### src/rtl/aip_crc_pkg.sv
// ---------------------------------------------------------------------------
// aip_crc_pkg
// Shared definitions for the AIP CRC-32 engine: AIP register/port selector
// codes, the ID word, CRC-32 constants, the default FIFO depth and the
// engine FSM state type.
// ---------------------------------------------------------------------------
package aip_crc_pkg;

  // AIP conf_dbus selector codes
  localparam logic [4:0] CONF_DATA_IN  = 5'h00;  // write: push word to FIFO
  localparam logic [4:0] CONF_RESULT   = 5'h01;  // read : last CRC result
  localparam logic [4:0] CONF_INT_CTRL = 5'h1D;  // write: bit0 int enable, bit1 clear
  localparam logic [4:0] CONF_STATUS   = 5'h1E;  // read : status word
  localparam logic [4:0] CONF_ID       = 5'h1F;  // read : block identifier

  localparam logic [31:0] AIP_ID = 32'h0000_1002;

  // CRC-32 (IEEE 802.3), reflected form
  localparam logic [31:0] CRC_POLY = 32'hEDB8_8320;
  localparam logic [31:0] CRC_INIT = 32'hFFFF_FFFF;
  localparam logic [31:0] CRC_XOR  = 32'hFFFF_FFFF;

  localparam int DATA_WIDTH_DEF = 32;
  localparam int FIFO_DEPTH_DEF = 16;

  typedef enum logic [1:0] {
    ST_IDLE   = 2'd0,
    ST_LOAD   = 2'd1,
    ST_CALC   = 2'd2,
    ST_FINISH = 2'd3
  } state_e;

endpackage : aip_crc_pkg

### src/rtl/crc32_byte_step.sv
// ---------------------------------------------------------------------------
// crc32_byte_step
// Purely combinational: advances a reflected CRC-32 register by one byte.
//   crc_in  [31:0] : current CRC register
//   byte_in [7:0]  : next message byte
//   crc_out [31:0] : CRC register after absorbing byte_in
// ---------------------------------------------------------------------------
module crc32_byte_step
  import aip_crc_pkg::*;
(
  input  logic [31:0] crc_in,
  input  logic [7:0]  byte_in,
  output logic [31:0] crc_out
);

  logic [31:0] crc_work;

  always_comb begin
    // NOTE: blocking assignments are intended here -- each loop iteration
    // builds on the previous one, unrolling into an 8-deep XOR network.
    crc_work = crc_in ^ {24'h0, byte_in};
    for (int i = 0; i < 8; i++) begin
      crc_work = crc_work[0] ? ((crc_work >> 1) ^ CRC_POLY) : (crc_work >> 1);
    end
    crc_out = crc_work;
  end

endmodule : crc32_byte_step

### src/rtl/aip_crc32_engine.sv
// ---------------------------------------------------------------------------
// aip_crc32_engine
// AIP-attached CRC-32 accelerator. Words written to DATA_IN are queued in a
// FIFO; a start pulse runs the CRC over every queued word (LSB byte first,
// one byte per clock) and latches the final value into RESULT.
//
// Ports
//   clk        : system clock, rising edge
//   rst_a      : asynchronous active-low reset
//   en_s       : synchronous enable; low freezes all state and ignores strobes
//   data_in    : AIP write data
//   data_out   : AIP read data, registered (valid 1 cycle after read)
//   write      : one-cycle write strobe, qualified by conf_dbus
//   read       : one-cycle read strobe, qualified by conf_dbus
//   start      : one-cycle start pulse
//   conf_dbus  : register/port selector
//   int_req    : level interrupt = done & int_enable
// ---------------------------------------------------------------------------
module aip_crc32_engine
  import aip_crc_pkg::*;
#(
  parameter int DATA_WIDTH = DATA_WIDTH_DEF,
  parameter int FIFO_DEPTH = FIFO_DEPTH_DEF
) (
  input  logic                  clk,
  input  logic                  rst_a,
  input  logic                  en_s,
  input  logic [DATA_WIDTH-1:0] data_in,
  output logic [DATA_WIDTH-1:0] data_out,
  input  logic                  write,
  input  logic                  read,
  input  logic                  start,
  input  logic [4:0]            conf_dbus,
  output logic                  int_req
);

  localparam int PTR_W = $clog2(FIFO_DEPTH);
  localparam int CNT_W = PTR_W + 1;

  if ((DATA_WIDTH != 32) || (FIFO_DEPTH < 2) ||
      ((FIFO_DEPTH & (FIFO_DEPTH - 1)) != 0)) begin : g_param_check
    $error("aip_crc32_engine: DATA_WIDTH must be 32 and FIFO_DEPTH a power of two");
  end

  // -------------------------------------------------------------------------
  // State
  // -------------------------------------------------------------------------
  state_e                  state_q, state_d;
  logic [DATA_WIDTH-1:0]   fifo_mem_q [FIFO_DEPTH];
  logic [PTR_W-1:0]        wr_ptr_q, wr_ptr_d;
  logic [PTR_W-1:0]        rd_ptr_q, rd_ptr_d;
  logic [CNT_W-1:0]        count_q, count_d;
  logic [31:0]             word_q, word_d;
  logic [1:0]              byte_idx_q, byte_idx_d;
  logic [31:0]             crc_q, crc_d;
  logic [31:0]             result_q, result_d;
  logic                    done_q, done_d;
  logic                    busy_q, busy_d;
  logic                    ovf_q, ovf_d;
  logic                    int_en_q, int_en_d;
  logic [DATA_WIDTH-1:0]   data_out_q, data_out_d;

  // -------------------------------------------------------------------------
  // Decode and datapath helpers
  // -------------------------------------------------------------------------
  logic        fifo_full, fifo_empty;
  logic        push_req, push, pop;
  logic        int_ctrl_wr;
  logic [7:0]  cur_byte;
  logic [31:0] step_crc;
  logic [31:0] status_word;

  assign fifo_full   = (count_q == CNT_W'(FIFO_DEPTH));
  assign fifo_empty  = (count_q == '0);
  assign push_req    = en_s && write && (conf_dbus == CONF_DATA_IN);
  // A write with the FIFO full is dropped (and flagged), even if a pop
  // happens in the same cycle.
  assign push        = push_req && !fifo_full;
  assign pop         = en_s && (state_q == ST_LOAD);
  assign int_ctrl_wr = en_s && write && (conf_dbus == CONF_INT_CTRL);
  assign cur_byte    = word_q[{byte_idx_q, 3'b000} +: 8];
  assign status_word = {22'h0, ovf_q, busy_q, done_q, fifo_full, fifo_empty,
                        5'(count_q)};

  crc32_byte_step u_step (
    .crc_in  (crc_q),
    .byte_in (cur_byte),
    .crc_out (step_crc)
  );

  // -------------------------------------------------------------------------
  // Next-state logic
  // -------------------------------------------------------------------------
  always_comb begin
    // NOTE: every signal gets its hold value first so no path leaves one
    // unassigned; that is what keeps this block free of inferred latches.
    state_d    = state_q;
    wr_ptr_d   = wr_ptr_q;
    rd_ptr_d   = rd_ptr_q;
    count_d    = count_q;
    word_d     = word_q;
    byte_idx_d = byte_idx_q;
    crc_d      = crc_q;
    result_d   = result_q;
    done_d     = done_q;
    busy_d     = busy_q;
    ovf_d      = ovf_q;
    int_en_d   = int_en_q;
    data_out_d = data_out_q;

    // FIFO bookkeeping
    if (push) wr_ptr_d = wr_ptr_q + PTR_W'(1);
    if (pop)  rd_ptr_d = rd_ptr_q + PTR_W'(1);
    unique case ({push, pop})
      2'b10:   count_d = count_q + CNT_W'(1);
      2'b01:   count_d = count_q - CNT_W'(1);
      default: count_d = count_q;
    endcase
    if (push_req && fifo_full) ovf_d = 1'b1;

    // Interrupt control; a clear is evaluated before the FSM so that a
    // start or a finishing run in the same cycle overrides it.
    if (int_ctrl_wr) begin
      int_en_d = data_in[0];
      if (data_in[1]) begin
        done_d = 1'b0;
        ovf_d  = 1'b0;
      end
    end

    if (en_s) begin
      unique case (state_q)
        ST_IDLE: begin
          if (start) begin
            // The empty run also reloads CRC_INIT so its result is exactly 0.
            crc_d   = CRC_INIT;
            busy_d  = 1'b1;
            done_d  = 1'b0;
            state_d = fifo_empty ? ST_FINISH : ST_LOAD;
          end
        end
        ST_LOAD: begin
          word_d     = fifo_mem_q[rd_ptr_q];
          byte_idx_d = 2'd0;
          state_d    = ST_CALC;
        end
        ST_CALC: begin
          crc_d      = step_crc;
          byte_idx_d = byte_idx_q + 2'd1;
          if (byte_idx_q == 2'd3) begin
            // Words pushed during the run join it if present at this boundary.
            state_d = fifo_empty ? ST_FINISH : ST_LOAD;
          end
        end
        ST_FINISH: begin
          result_d = crc_q ^ CRC_XOR;
          done_d   = 1'b1;
          busy_d   = 1'b0;
          state_d  = ST_IDLE;
        end
        default: state_d = ST_IDLE;
      endcase

      if (read) begin
        unique case (conf_dbus)
          CONF_RESULT: data_out_d = result_q;
          CONF_STATUS: data_out_d = status_word;
          CONF_ID:     data_out_d = AIP_ID;
          default:     data_out_d = '0;
        endcase
      end
    end
  end

  // -------------------------------------------------------------------------
  // Registers
  // -------------------------------------------------------------------------
  // NOTE: the FIFO storage has no reset; the pointers and count define which
  // entries are valid, so clearing the array would only add reset fan-out.
  always_ff @(posedge clk) begin
    if (push) fifo_mem_q[wr_ptr_q] <= data_in;
  end

  // NOTE: sequential state uses non-blocking assignments so every flop
  // samples its _d value from before the edge, independent of block order.
  always_ff @(posedge clk or negedge rst_a) begin
    if (!rst_a) begin
      state_q    <= ST_IDLE;
      wr_ptr_q   <= '0;
      rd_ptr_q   <= '0;
      count_q    <= '0;
      word_q     <= '0;
      byte_idx_q <= 2'd0;
      crc_q      <= CRC_INIT;
      result_q   <= '0;
      done_q     <= 1'b0;
      busy_q     <= 1'b0;
      ovf_q      <= 1'b0;
      int_en_q   <= 1'b0;
      data_out_q <= '0;
    end else begin
      state_q    <= state_d;
      wr_ptr_q   <= wr_ptr_d;
      rd_ptr_q   <= rd_ptr_d;
      count_q    <= count_d;
      word_q     <= word_d;
      byte_idx_q <= byte_idx_d;
      crc_q      <= crc_d;
      result_q   <= result_d;
      done_q     <= done_d;
      busy_q     <= busy_d;
      ovf_q      <= ovf_d;
      int_en_q   <= int_en_d;
      data_out_q <= data_out_d;
    end
  end

  assign data_out = data_out_q;
  assign int_req  = done_q & int_en_q;

endmodule : aip_crc32_engine

### config.mk
export PLATFORM = sky130hd
export DESIGN_NAME = aip_crc32_engine
export DESIGN_NICKNAME = d
export VERILOG_FILES = /design/src/rtl/aip_crc_pkg.sv /design/src/rtl/crc32_byte_step.sv /design/src/rtl/aip_crc32_engine.sv
export SDC_FILE = /design/constraint.sdc
export NUM_CORES = 1
export LEC_CHECK = 0
export BUFFER_PORTS_ARGS = -buffer_cell sky130_fd_sc_hd__buf_2
export CELL_PAD_IN_SITES_DETAIL_PLACEMENT = 1
export CELL_PAD_IN_SITES_GLOBAL_PLACEMENT = 2
export CORE_ASPECT_RATIO = 1.4
export CORE_MARGIN = 5
export CORE_UTILIZATION = 30
export DETAILED_ROUTE_END_ITERATION = 10
export PLACE_DENSITY_LB_ADDON = 0.25
export SLEW_MARGIN = 20
export SYNTH_ARGS = -nofsm -noshare
export SYNTH_HDL_FRONTEND = slang
export SYNTH_SLANG_ARGS = --single-unit
### constraint.sdc
create_clock -name clk -period 11.5 [get_ports clk]
set_input_delay 1.725 -clock clk [delete_from_list [all_inputs] [get_ports clk]]
set_output_delay 1.725 -clock clk [all_outputs]
set_load 0.01 [all_outputs]
==> flow_summary_export.csv, run 1 <==
group,metric,value,unit
grt,track_usage,0.132,
floorplanning,core_area,86800,um^2
power,leakagePower,10.1,nW
yosys,ys_top_cells_by_area,"edfxtp_1 59%, mux4_2 14%, dfrtp_1 11%, dfstp_2 3.2%, mux2_2 1.5%",
min_path,hold_path_class,"register to register",
yosys,synthFlopType,"edfxtp_1",
sta,finalCriticalPeriod,4320,ps
cts,post_cts_buffers,0,
yosys,ys_ff_latch,661,
cts,cts_resized,0,
yosys,synth_top_cells_by_count,"512 x edfxtp_1, 168 x mux4_2, 117 x dfrtp_1, 102 x nand2_1, 73 x o21ai_0",
grt,grt_overflow_total,0,
yosys,synthArstFlopShare,0.225,
cells_and_area,fillers,8660,
setup_path,worstPathMaxFanout,18,
route,drcViolationCount,0,
job,cap_violations,0,
cts,numCtsBuffers,69,
grt,grt_first_pass_wirelength,92.7,mm
sta,clock_skew,25.8,ps
yosys,syn_inst,1344,
route,drt_iter0_drc,769,
floorplanning,ioPinCount,76,
cts,cts_hold_buf,0,
power,total_power,0.00793,W
floorplanning,fp-row-count,128,
route,wirelength,61.9,mm
grt,top_usage_layer,"met2",
yosys,yosysWarnings,0,
floorplanning,die_h,360,um
route,viasPerCell,4.66,
status,status,"complete, no violations",
grt,grt_pass1_vias,13867,
setup_path,cp.arrival,4610,ps
yosys,syn_area,26200,um^2
cts,tritoncts,"done",
cells_and_area,final_core_util,0.351,
cts,cts_htree_levels,3,
sta,setup_tns,0,ps
place,globalplace.congestion,0.714,
grt,grt_max_degree,103,
setup_path,worstSetupStartpointType,"input port",
power,peakVddDrop,0.000197,V
place,dpl-instance-area,28100,um^2
yosys,yosysMostFrequentCell,"edfxtp_1",
yosys,ys_seq_area_frac,0.731,
floorplanning,start_util,0.302,
place,preCtsSetupSlack,6510,ps
yosys,yosysTopAreaCell,"edfxtp_1",
setup_path,crit_required,11790,ps
yosys,synth_edf_count,512,
route,num_vias,12427,
cells_and_area,area_growth,16.2,%
cts,clock_sinks,661,
grt,antenna_found_initial,5,
setup_path,crit_type,"input port to register",
floorplanning,die_w,260,um
route,post_drt_wl_per_cell,23.2,um
cells_and_area,drive_above_1_share,0.319,
yosys,syn-num-nets,1400,
yosys,syn_area_per_cell,19.5,um^2
cts,root_buffer,"clkbuf_16",
sta,relSlewSlack,0.299,
sta,finalMaxSlewViolations,0,
sta,finalHoldViolations,0,
sta,setup_viol,0,
power,power.density,260,nW/um^2
setup_path,end_kind,"register",
cts,path_clk_slew,60,ps
sta,rsz0062_at_grt,"no",
sta,layout_setup_ws,7180,ps
yosys,yosys.area.top_type_share,0.587,
grt,use_met3,0.0194,
route,firstDrtPassIters,4,
sta,clock.fmax,231,MHz
cts,clk_latency,620,ps
grt,grt.met2_usage,0.246,
yosys,ys_types,39,
place,numPortBuffers,75,
sta,worstMarginPinSlew,1050,ps
cells_and_area,fin_nets,1497,
grt,use_met1,0.158,
cts,clock_path_buffers,3,
floorplanning,dieArea,93400,um^2
route,final_antenna_net_count,0,
place,dp_hpwl,38.0,mm
cells_and_area,fin_area,30400,um^2
sta,fin_crit_sh,0.376,
per-layer routing:
layer,wire length [um],vias up
li1,-,5511
met1,24400,6649
met2,34100,182
met3,2040,85
met4,1330,0
met5,0,-
metrics by stage:
stage                     hold WS (ps)  std cells
after floorplan                    450       1344
final                              473       2666
after global placement             460       2540
after detailed placement           467       2540
after CTS                          480       2665
after global routing               504       2665
power breakdown:
| part | internal, W | switching, W | leakage [nW] |
|---|---|---|---|
| registers | 0.00278 | 0.000250 | 6.44 |
| clock network | 0.00142 | 0.000933 | 1.16 |
| logic | 0.00125 | 0.00129 | 2.54 |
| total | 0.00546 | 0.00247 | 10.1 |
final timing paths:
path                       slack [ps]                startpoint                     endpoint  depth (start not counted)
max in group asynchronous        8940                     rst_a      rd_ptr_q[0]$_DFFE_PN0P_                          2
min                               470  data_out[22]$_DFFE_PN0P_     data_out[22]$_DFFE_PN0P_                          2
max                              7180              conf_dbus[1]  fifo_mem_q[8][26]$_DFFE_PP_                          7
max reg2reg                      7740   rd_ptr_q[1]$_DFFE_PN0P_       word_q[29]$_DFFE_PN0P_                          5
min in group asynchronous        1230                     rst_a     data_out[12]$_DFFE_PN0P_                          1
min reg2reg                       470  data_out[22]$_DFFE_PN0P_     data_out[22]$_DFFE_PN0P_                          2
cells by family (layout without fill, tap and decap cells):
| kind of cell | count (synthesis) | in the layout | synth area share |
|---|---|---|---|
| flip-flops | 661 | 661 | 0.731 |
| multiplexers | 204 | 204 | 0.160 |
| AND/OR/NAND/NOR | 168 | 168 | 0.0268 |
| AO/OA/AOI/OAI | 128 | 128 | 0.0278 |
| buffers and inverters | 86 | 237 | 0.0131 |
| XOR/XNOR | 84 | 84 | 0.0357 |
| adder cells (fa/ha/maj) | 13 | 13 | 0.00621 |
| other | 0 | 1 | 0 |
registers in the layout, summed over array words and instances, names as in the netlist:
signal,count
wr_ptr_q,4
int_en_q,1
crc_q,32
done_q,1
data_out,32
result_q,32
busy_q,1
count_q,5
word_q,32
fifo_mem_q,512
byte_idx_q,2
state_q,2
ovf_q,1
rd_ptr_q,4
cell type report:
cell class,count,area [um^2],area share
well taps,1170,1460,0.0481
repair buffers,98,567,0.0186
diodes,1,2.50,0.0000822
inverters,14,52.6,0.00173
clock inverters,35,477,0.0157
multi-input cells,597,6820,0.224
flip-flops and latches,661,19200,0.629
clock buffers,90,1900,0.0625
critical path, cell delays in order:
cell and delay, ps:
buf_2 110, or4_1 550, nor3_1 320, and2_1 450, nand3b_1 390, nor2_4 620, buf_4 410
placed cells by master (no fill, tap or decap), types with 4 or more instances in the layout:
cell       instances
buf_4             22
clkbuf_1          14
nor3_2             4
dfstp_2           32
mux4_2           168
ha_1              13
clkinv_2           9
nor4_2             5
and2_2             5
buf_2             74
nand2_1          100
o21ai_0           73
dfrtp_1          113
nor2_1            28
clkinv_1           9
clkbuf_16         72
xnor2_2            9
bufinv_16         11
inv_1             14
edfxtp_1         512
xnor2_1           42
xnor2_4            7
a22oi_1            7
xor2_1            26
o22a_1            11
nor2_4             4
a21oi_1           27
mux2_2            35
Power figures use the tool's default switching activity.
==> inputs of run 2 (changes only) <==
Clock period 11.5 ns to 4.2 ns, I/O delays scaled along.
==> run 2 against run 1 <==
Compared with the run above:
- first-iteration DRC count down 9.8%
- power rose to 2.7 times the previous value
- core utilization grew 0.21 points
- via count grew 1.1%
- hold slack worse by 390 ps
- cell count increased by 0.45%
- critical endpoint is now crc_q[29]$_DFFE_PN1P_
- highest routed layer is now met5
==> flow_summary_export.csv, run 2 (synthesis gave the netlist of run 1 again) <==
group,metric,value,unit
status,status,"complete, no violations",
setup_path,end_kind,"register",
place,dpl-instance-area,28300,um^2
power,leakagePower,10.2,nW
cells_and_area,largest_reg_flops,512,
sta,finalHoldViolations,0,
cts,cts_htree_levels,3,
sta,setup_viol,0,
route,drt_iter0_drc,694,
cells_and_area,final_common_cell,"edfxtp_1",
sta,fin_crit_sh,0.675,
floorplanning,core_area,86800,um^2
floorplanning,fp-row-count,128,
cts,post_cts_buffers,0,
setup_path,crit_slowest_cell,"dfrtp_1",
cts,path_clk_slew,70,ps
route,post_drt_wl_per_cell,23.3,um
setup_path,cp.arrival,3320,ps
sta,rsz0062_at_grt,"no",
place,placed_cells,2553,
cts,numCtsBuffers,69,
cells_and_area,drive_above_1_share,0.322,
setup_path,max_stage_delay,780,ps
place,globalplace.congestion,0.712,
sta,setup_tns,0,ps
cts,root_buffer,"clkbuf_16",
route,drcViolationCount,0,
sta,finalCriticalPeriod,2840,ps
cts,clk_latency,610,ps
sta,clock_skew,20.5,ps
route,final_antenna_net_count,0,
sta,layout_setup_ws,1360,ps
grt,grt_overflow_total,0,
sta,worstMarginPinSlew,1050,ps
floorplanning,start_util,0.302,
cts,cts_hold_buf,0,
grt,grt_max_degree,89,
grt,antenna_found_initial,5,
route,firstDrtPassIters,4,
sta,fin_hold_ws,86.8,ps
sta,clock.fmax,353,MHz
cells_and_area,mostFrequentLayoutCells,"512 x edfxtp_1, 168 x mux4_2, 113 x dfrtp_1, 100 x nand2_1, 74 x buf_2",
cells_and_area,area_growth,16.9,%
power,peakVddDrop,0.000320,V
place,preCtsSetupSlack,790,ps
setup_path,crit_required,4680,ps
cells_and_area,fin_area,30600,um^2
cts,cts_resized,0,
grt,track_usage,0.134,
setup_path,worstPathMaxFanout,11,
cells_and_area,stdcell_count,2678,
setup_path,crit_buf_inv,0,
setup_path,reg2reg_from,"byte_idx_q[0]$_DFFE_PN0P_",
sta,finalMaxSlewViolations,0,
floorplanning,die_w,260,um
cells_and_area,fin_nets,1510,
min_path,hold_path_class,"input port to async pin",
setup_path,startpoint,"byte_idx_q[0]$_DFFE_PN0P_",
power,power.density,699,nW/um^2
job,cap_violations,0,
sta,relSlewSlack,0.296,
floorplanning,ioPinCount,76,
setup_path,crit_type,"register to register",
route,viasPerCell,4.69,
cts,clock_sinks,661,
place,dp_hpwl,37.8,mm
grt,grt_pass1_vias,14109,
cts,tritoncts,"done",
setup_path,worstSetupStartpointType,"register",
setup_path,path_delay_family,"XOR/XNOR gates",
route,wirelength,62.4,mm
setup_path,path_cells,"mux4_2 -> xnor2_2 -> xnor2_2 -> xor2_1 -> xor2_1 -> a21oi_1",
cells_and_area,top_register,"fifo_mem_q",
floorplanning,die_h,360,um
floorplanning,dieArea,93400,um^2
place,numPortBuffers,75,
cts,clock_path_buffers,3,
grt,grt_first_pass_wirelength,94.1,mm
route,num_vias,12560,
run 2: final cells by class:
class	count	area, um^2
Inverter	14	52.6
Tap cell	1170	1460
Fill cell	8618	56200
Timing Repair Buffer	111	840
Multi-Input combinational cell	597	6830
Clock inverter	35	433
Clock buffer	89	1850
Antenna cell	1	2.50
Sequential cell	661	19200
run 2: stage by stage:
stage / utilization / total power (W)
2_1_floorplan: - / 0.0135
3_3_place_gp: 0.326 / 0.0155
3_5_place_dp: 0.326 / 0.0156
4_1_cts: 0.353 / 0.0219
5_1_grt: 0.353 / 0.0226
6_report: 0.353 / 0.0214
run 2: routing by layer:
metal	up-vias	wire length, um	track usage
li1	5537	-	-
met1	6712	25100	0.164
met2	215	33500	0.243
met3	94	2140	0.0206
met4	2	1610	0.0432
met5	-	11	0
run 2: power by group:
| part | switching [W] | internal (W) | total [W] |
|---|---|---|---|
| logic | 0.00345 | 0.00349 | 0.00695 |
| clock network | 0.00259 | 0.00359 | 0.00618 |
| registers | 0.000676 | 0.00762 | 0.00830 |
run 2: worst register-to-register path, stage by stage, from the launching register on:
cell	delay [ps]
dfrtp_1	780
mux4_2	670
xnor2_2	390
xnor2_2	260
xor2_1	350
xor2_1	190
a21oi_1	90
run 2: final timing paths:
path,endpoint,cells after the start,slack [ps]
setup reg to reg,crc_q[29]$_DFFE_PN1P_,6,1360
hold / removal,data_out[12]$_DFFE_PN0P_,1,90
hold reg to reg,data_out[12]$_DFFE_PN0P_,2,480
max in group asynchronous,crc_q[24]$_DFFE_PN1P_,2,2990
setup / recovery,crc_q[29]$_DFFE_PN1P_,6,1360
min in group clk,data_out[12]$_DFFE_PN0P_,3,340
==> inputs of run 3 (changes only) <==
Clock period 4.2 ns to 2.82 ns, I/O delays scaled along.
==> run 3 against run 2 <==
Compared with the run above:
- critical path depth down 1
- die area did not move
- sequential share of layout area fell by 1.2 points
- global-route usage increased by 0.67 points
- first-iteration DRC count rose by 7.8%
- via count up 1.5%
- routed wire length increased by 4.7%
- hold slack gained 21 ps
- setup slack got worse by 1100 ps
- clock-buffer cell count fell by 9
- combinational power rose by 61%
- non-clock buffer count is 53 higher
==> flow_summary_export.csv, run 3 (synthesis gave the netlist of run 1 again) <==
group,metric,value,unit
sta,fin_crit_sh,0.898,
cells_and_area,stdcell_count,2731,
cells_and_area,area_growth,19.2,%
floorplanning,ioPinCount,76,
cts,post_cts_buffers,0,
grt,grt_max_degree,66,
sta,worstMarginPinSlew,960,ps
sta,finalCriticalPeriod,2530,ps
route,top_layer_used,"met5",
min_path,hold_path_class,"input port to register",
route,viasPerCell,4.67,
sta,clock.fmax,395,MHz
route,wl_met1,26.0,mm
cells_and_area,final_common_cell,"edfxtp_1",
floorplanning,start_util,0.302,
setup_path,crit_type,"register to register",
floorplanning,core_area,86800,um^2
route,drt_iter0_drc,748,
grt,grt_overflow_total,0,
floorplanning,die_w,260,um
status,status,"complete, no violations",
setup_path,crit_required,3330,ps
route,final_antenna_net_count,0,
floorplanning,die_h,360,um
route,wl_met2,34.5,mm
route,drcViolationCount,0,
job,cap_violations,0,
place,preCtsSetupSlack,-184,ps
sta,finalMaxSlewViolations,0,
sta,setup_viol,0,
cts,clock_path_buffers,3,
cells_and_area,fillers,8651,
power,power.density,1040,nW/um^2
cells_and_area,fin_nets,1562,
sta,relSlewSlack,0.358,
setup_path,worstSetupStartpointType,"register",
place,numPortBuffers,75,
cells_and_area,largest_reg_flops,512,
route,post_drt_wl_per_cell,23.9,um
cells_and_area,top_register,"fifo_mem_q",
route,firstDrtPassIters,5,
cts,root_buffer,"clkbuf_16",
grt,grt_first_pass_wirelength,97.9,mm
power,leakagePower,10.5,nW
grt,track_usage,0.141,
place,placed_cells,2605,
floorplanning,fp-row-count,128,
place,globalplace.congestion,0.735,
cells_and_area,multi_input_area,6890,um^2
cts,path_clk_slew,60,ps
cts,cts_htree_levels,3,
sta,fin_hold_ws,108,ps
cells_and_area,regArea,19200,um^2
sta,clock_skew,16.4,ps
sta,finalHoldViolations,0,
place,dp_hpwl,43.4,mm
route,wirelength,65.3,mm
grt,antenna_found_initial,7,
power,peakVddDrop,0.000631,V
setup_path,worstPathMaxFanout,22,
setup_path,cp.arrival,3040,ps
sta,rsz0062_at_grt,"no",
cts,clk_latency,630,ps
cts,clock_sinks,661,
grt,grt_pass1_vias,14171,
cts,numCtsBuffers,68,
sta,layout_setup_ws,289,ps
cells_and_area,drive_above_1_share,0.349,
floorplanning,dieArea,93400,um^2
cts,tritoncts,"done",
setup_path,end_kind,"register",
cells_and_area,mostFrequentLayoutCells,"512 x edfxtp_1, 168 x mux4_2, 112 x dfrtp_1, 100 x nand2_1, 74 x buf_2",
route,num_vias,12752,
route,dr_wl_met3,2.79,mm
[run 3: changes by cell type in the layout (fill, tap and decap cells not counted), sizes merged]
cell	before	now
clkinvlp	3	7
clkinv	22	28
clkbuf	89	80
inv	17	19
dlygate4sd3	0	1
buf	111	163
bufinv	7	4
[run 3: critical path: stages (launching register included)]
cell and delay (ps):
dfrtp_4 560, buf_12 250, buf_12 190, mux4_2 540
mux4_2 570, mux2_2 290
[run 3: report_power, final]
part           switching [W]  leakage [nW]  internal, W
Combinational        0.00559          2.98      0.00564
Clock                0.00389          1.05      0.00495
Sequential          0.000932          6.44       0.0113
Total                 0.0104          10.5       0.0219
[run 3: worst paths after layout]
path | from | to | slack [ps] | cells after the start
max | rd_ptr_q[0]$_DFFE_PN0P_ | word_q[31]$_DFFE_PN0P_ | 290 | 5
min | conf_dbus[0] | data_out[12]$_DFFE_PN0P_ | 110 | 3
max reg2reg | rd_ptr_q[0]$_DFFE_PN0P_ | word_q[31]$_DFFE_PN0P_ | 290 | 5
min reg2reg | data_out[25]$_DFFE_PN0P_ | data_out[25]$_DFFE_PN0P_ | 470 | 2
max in group asynchronous | rst_a | data_out[20]$_DFFE_PN0P_ | 1680 | 3
min in group asynchronous | rst_a | data_out[5]$_DFFE_PN0P_ | 390 | 2
[run 3: layout make-up]
cell class	instances	area share
Timing Repair Buffer	164	0.0481
Multi-Input combinational cell	597	0.220
Tap cell	1170	0.0469
Inverter	14	0.00192
Sequential cell	661	0.613
Clock buffer	80	0.0569
Antenna cell	1	0.0000801
Clock inverter	44	0.0127
[run 3: timing repair]
action,CTS,global route
hold endpoints to repair,58,0
setup endpoints to repair,0,6
gates resized for setup,0,2
hold buffers,1,0
[run 3: through the flow]
| step | TNS [ps] | power [W] | area, um^2 | util |
|---|---|---|---|---|
| 4_1_cts | 0 | 0.0331 | 31200 | 0.360 |
| 6_report | 0 | 0.0324 | 31200 | 0.360 |
| 3_5_place_dp | -22260 | 0.0241 | 29100 | 0.335 |
| 3_3_place_gp | -18030 | 0.0240 | 29100 | 0.335 |
| 2_1_floorplan | -49210 | 0.0202 | 26400 | - |
| 5_1_grt | 0 | 0.0342 | 31200 | 0.360 |
[run 3: layer usage]
layer / vias up / global-route usage
li1: 5632 / -
met1: 6760 / 0.172
met2: 256 / 0.251
met3: 98 / 0.0254
met4: 6 / 0.0512
met5: - / 0
